$ cat config.mk
export PLATFORM = sky130hd
export DESIGN_NAME = disp_scanner
export DESIGN_NICKNAME = d
export VERILOG_FILES = /design/src/rtl/disp_scanner.sv
export SDC_FILE = /design/constraint.sdc
export NUM_CORES = 1
export LEC_CHECK = 0
export ABC_CLOCK_PERIOD_IN_PS = 23400
export BUFFER_PORTS_ARGS = -buffer_cell sky130_fd_sc_hd__buf_2
export CORE_ASPECT_RATIO = 0.75
export CORE_UTILIZATION = 55
export CTS_BUF_LIST = sky130_fd_sc_hd__clkbuf_8
export CTS_CLUSTER_SIZE = 14
export DETAILED_ROUTE_END_ITERATION = 10
export GPL_TIMING_DRIVEN = 0
export PLACE_DENSITY = 0.78
export SKIP_CTS_REPAIR_TIMING = 1
export SLEW_MARGIN = 10
export SYNTH_ARGS = -nofsm -noshare
export SYNTH_HDL_FRONTEND = slang
export SYNTH_SLANG_ARGS = --single-unit
$ cat constraint.sdc
create_clock -name clk -period 23.4 [get_ports clk]
set_clock_uncertainty 0.2 [all_clocks]
set_input_delay 2.34 -clock clk [delete_from_list [all_inputs] [get_ports clk]]
set_output_delay 2.34 -clock clk [all_outputs]
set_load 0.02 [all_outputs]
$ cat src/rtl/disp_scanner.sv
`default_nettype none
// ============================================================================
//  Module   : disp_scanner
//  Purpose  : Pixel sequencer for a 16x16 matrix driver. Walks the 256 pixel
//             addresses with a BLANK/SHOW timing per pixel and drives the
//             pixel enable from a double-buffered frame. Host writes land in
//             the back buffer; a requested swap is applied at the frame wrap.
//  Options  : DISP_SCANNER_SKIP_DARK_EN - dark pixels take a single cycle
//  Revision : 1.0 - initial release
// ============================================================================
module disp_scanner #(
  parameter int DWELL = 8,   // cycles a pixel is shown, 1..255
  parameter int BLANK = 1    // blank cycles after each address change, 0..255
) (
  input  logic        clk,
  input  logic        rst,
  input  logic        wr_en,
  input  logic [3:0]  wr_row,
  input  logic [0:15] wr_data,
  input  logic        swap_req,
  output logic        swap_ack,
  output logic        frame_start,
  output logic [7:0]  addr,
  output logic        enable
);

  typedef enum logic [0:0] {
    ST_BLANK = 1'b0,
    ST_SHOW  = 1'b1
  } state_t;

  // Every pixel starts in BLANK unless blanking is disabled altogether.
  localparam state_t     PIX_FIRST  = (BLANK == 0) ? ST_SHOW : ST_BLANK;
  localparam logic [7:0] DWELL_LAST = 8'(DWELL - 1);
  localparam logic [7:0] BLANK_LAST = (BLANK == 0) ? 8'd0 : 8'(BLANK - 1);

  state_t      state_q, state_d;
  logic [7:0]  phase_q, phase_d;
  logic [7:0]  addr_q, addr_d;
  logic        enable_q, enable_d;
  logic        frame_start_q, frame_start_d;
  logic        swap_ack_q, swap_ack_d;
  logic        swap_pending_q, swap_pending_d;
  logic [0:15] front_q [16];
  logic [0:15] front_d [16];
  logic [0:15] back_q  [16];
  logic [0:15] back_d  [16];

  logic        pix_last;
  logic        wrap;
  logic        do_swap;
  logic        skip_dark;

`ifdef DISP_SCANNER_SKIP_DARK_EN
  logic pix_first;
  logic cur_lit;
  // A dark pixel is abandoned in its very first cycle.
  assign pix_first = (state_q == PIX_FIRST) && (phase_q == 8'd0);
  assign cur_lit   = front_q[addr_q[7:4]][addr_q[3:0]];
  assign skip_dark = pix_first && !cur_lit;
`else
  assign skip_dark = 1'b0;
`endif

  // Next-state logic: pixel timing, frame wrap, swap handshake and buffers.
  always_comb begin
    state_d        = state_q;
    phase_d        = phase_q;
    addr_d         = addr_q;
    swap_pending_d = swap_pending_q;
    front_d        = front_q;
    back_d         = back_q;
    pix_last       = 1'b0;

    case (state_q)
      ST_BLANK: begin
        if (phase_q == BLANK_LAST) begin
          state_d = ST_SHOW;
          phase_d = 8'd0;
        end else begin
          phase_d = phase_q + 8'd1;
        end
      end
      ST_SHOW: begin
        if (phase_q == DWELL_LAST) begin
          pix_last = 1'b1;
        end else begin
          phase_d = phase_q + 8'd1;
        end
      end
      default: begin
        state_d = PIX_FIRST;
        phase_d = 8'd0;
      end
    endcase

    if (skip_dark) begin
      pix_last = 1'b1;
    end

    if (pix_last) begin
      addr_d  = addr_q + 8'd1;
      state_d = PIX_FIRST;
      phase_d = 8'd0;
    end

    wrap    = pix_last && (addr_q == 8'hFF);
    do_swap = wrap && (swap_pending_q || swap_req);

    if (wrap) begin
      swap_pending_d = 1'b0;
    end else if (swap_req) begin
      swap_pending_d = 1'b1;
    end

    // The copy takes the back buffer as it was before any same-cycle write.
    if (do_swap) begin
      front_d = back_q;
    end
    if (wr_en) begin
      back_d[wr_row] = wr_data;
    end

    // Outputs are registered, so they are derived from the next state.
    enable_d      = (state_d == ST_SHOW) && front_d[addr_d[7:4]][addr_d[3:0]];
    frame_start_d = wrap;
    swap_ack_d    = do_swap;
  end

  // State and output registers with asynchronous reset.
  always_ff @(posedge clk or posedge rst) begin
    if (rst) begin
      state_q        <= PIX_FIRST;
      phase_q        <= 8'd0;
      addr_q         <= 8'd0;
      enable_q       <= 1'b0;
      frame_start_q  <= 1'b0;
      swap_ack_q     <= 1'b0;
      swap_pending_q <= 1'b0;
      front_q        <= '{default: '0};
      back_q         <= '{default: '0};
    end else begin
      state_q        <= state_d;
      phase_q        <= phase_d;
      addr_q         <= addr_d;
      enable_q       <= enable_d;
      frame_start_q  <= frame_start_d;
      swap_ack_q     <= swap_ack_d;
      swap_pending_q <= swap_pending_d;
      front_q        <= front_d;
      back_q         <= back_d;
    end
  end

  assign addr        = addr_q;
  assign enable      = enable_q;
  assign frame_start = frame_start_q;
  assign swap_ack    = swap_ack_q;

endmodule
`default_nettype wire
==> run metrics <==
worst setup margin=roughly 17 ns; Worst path max stage delay=about 1.1 ns; Slew headroom=0.0551; Pre-antenna DRT Iters=6; CTS tree=yes; Root Driver=clkbuf_8; Yosys reg bits=around 530; HPWL after detailed placement=around 50 mm; cells along the critical path=buf_2 > nor2_1 > nand4b_1 > inv_1 > nor3_1 > clkbuf_1 > nand3_1 > a31oi_1 > o41ai_1 > nor4bb_1 > nor4_2; outcome=finished clean; Worst-path clk slew=0.06 ns; Top FF cell, synth=dfrtp_1; Die X-Extent=approximately 240 um; vias per inst=around 6; startpoint types=input pin; Final ANT Viol Nets=0; Slew @ Worst Pin=roughly 1.4 ns; HP Class=reg2reg; H-tree depth=3; vias post-DR=17.6k; layout cell share with drive strength beyond 1=0.206; footprint of the multi-input gates=roughly 0.0095 sq mm; crit-path max FO=10; drt wl/cell=around 25 um; Fill cells=about 3.4k; FF-to-FF Start=phase_q[0]; Final Power=between 2 and 2.5 mW; die area=0.0437 sq mm; R2R Setup Slk=between 15 and 20 ns; count leader, synth=nand2_1; Fin Hold WS=approximately 0.26 ns; final number of hold-violating endpoints=0; RSZ-0062 raised after global routing=no; core footprint=about 0.042 sq mm; synthesized area per cell=between 10 and 15 sq um; compound-cell area share of the yosys netlist=0.0323; VDD IR max=between 50 and 60 uV; R2R Path End=enable; largest net degree at the start of global routing=roughly 120; layout overhead on the synthesized area=11.3%; endpoints failing setup=0; post-synth top area cell=dfrtp_1; Synth cell types=69; final WL=about 70 mm; Initial Util=0.559; Die H=~180 um; ys async rst share=1.00; fin nets=~2.3k; final core utilization=0.622; reg2reg path depth=12; sequential area share after synthesis=0.565; drt first-iter violations=1,738; GRT Total Usage=0.342; Setup crit end kind=flop; Crit path max-delay family=simple AND/OR/NAND/NOR gates; FMAX=around 0.17 GHz; Critical path destination=enable; leading post-synthesis cells by cell area=dfrtp_1 57%, nand2_1 14%, mux2_2 13%; adder-cell share of the synthesized area=0.00159; Levels on crit path=11; Final Max Slew Viols=0; post-synthesis simple-gate area fraction=0.169; worst slack, placed=between 15 and 20 ns; max cap viols=0; Worst EP arrival=6.20 ns; Final GP Congestion=between 1 and 1.5; Remaining DRCs=0; WS Path Type=in2reg; vias in the first global route=between 15k and 20k; Synth Area in XOR/XNOR=0.00477; Post-synth EDFFs=0; Mapped Cells=approximately 2.2k; slowest CP cell=clkbuf_1; synthesis warning total=0; Crit path buffers/inverters=3; Netlist Area Pre-Place=between 0.02 and 0.025 sq mm; clk_lat worst skew=between 0.6 and 0.7 ns; first-pass GRT wire length=109 mm; Inserted Clock Buffers=81; setup tns final=0 ns; area fraction of the dominant cell type after synthesis=0.565; clock tree sinks=approximately 530; leakage=about 13 nW; antenna cells=0; row count=65; period utilization=0.253; combinational family with the most area after synthesis=multiplexers; clk buf depth=3; Port Buffer Count=33; Synth Net Count=around 2.2k; Reg area=approximately 0.013 sq mm; Power Density=77.5 mW/mm^2; commonest cells in the synthesized netlist=855 x nand2_1, 533 x dfrtp_1, 263 x mux2_2; crit path time final=between 5 and 6 ns; CP required=between 20 and 25 ns; CP startpoint=swap_req; GR Overflow Total=0; mux share of post-synthesis cell area=0.196; initial antenna violation count=0; I/O Pins=35
==> layout make-up <==
type                    count  share of cell area
clock buffers             102              0.0535
well taps                 569              0.0271
multi-input cells        1508               0.363
plain buffers             137              0.0258
flip-flops and latches    533               0.508
inverters                  11             0.00200
clock inverters            44             0.00958
repair buffers             38              0.0111
==> power by group <==
part	internal, mW	switching (mW)
logic	0.0901	0.0656
registers	1.03	0.0660
clock network	0.416	0.371
==> metrics by stage <==
step,instance area (sq um),cells
4_1_cts,26300,2942
3_3_place_gp,24500,2791
6_report,26300,2942
3_5_place_dp,24600,2796
5_1_grt,26300,2942
2_1_floorplan,23600,2189
==> flip-flops by register name, indices dropped and copies added, names as in the netlist <==
signal and cells:
frame_start 1, swap_pending_q 1, addr 8, swap_ack 1, front_q 256, back_q 256, state_q 1, phase_q 8
enable 1
==> cells in the final DEF, fill, tap and decap left out, types with 6 or more instances in the layout <==
cell type and n:
nand2_1 855, dfrtp_1 533, mux2_2 263, clkbuf_1 105
clkbuf_8 102, mux2i_1 96, buf_2 41, nor2_1 40
inv_1 36, nand3_1 35, mux4_2 28, o21ai_0 18
a21oi_1 16, and3_1 12, o22ai_1 12, a22oi_1 11
nor3_1 10, clkinv_2 10, xnor2_1 9, a31oi_1 8
buf_4 8, buf_6 7, a211oi_1 6
==> tightest hold or removal path: stages, from the launching register on <==
cell,delay [ns]
dfrtp_1,0.34
nand2_1,0.05
nand2_1,0.04
==> kinds of logic after synthesis <==
logic type / after synthesis
AND/OR/NAND/NOR: 993
XOR/XNOR: 12
adder cells (fa/ha/maj): 3
buffers and inverters: 148
AO/OA/AOI/OAI: 110
flip-flops: 533
multiplexers: 390
==> metal layers <==
metal,GRT usage,part of all wire
met2,0.506,0.44
met5,0,0
met3,0.0905,0.10
met1,0.485,0.42
met4,0.129,0.036
==> worst min path at each step <==
stage | from | to | slack, ns | depth (start not counted)
finish | front_q[31] | front_q[31] | 0.26 | 2
global route | front_q[172] | front_q[172] | 0.29 | 2
CTS | front_q[31] | front_q[31] | 0.26 | 2
detailed placement | front_q[31] | front_q[31] | 0.25 | 2
global placement | front_q[214] | front_q[214] | 0.24 | 2
floorplan | front_q[102] | front_q[102] | 0.23 | 2
No activity file was read; power rests on OpenSTA's default activity.
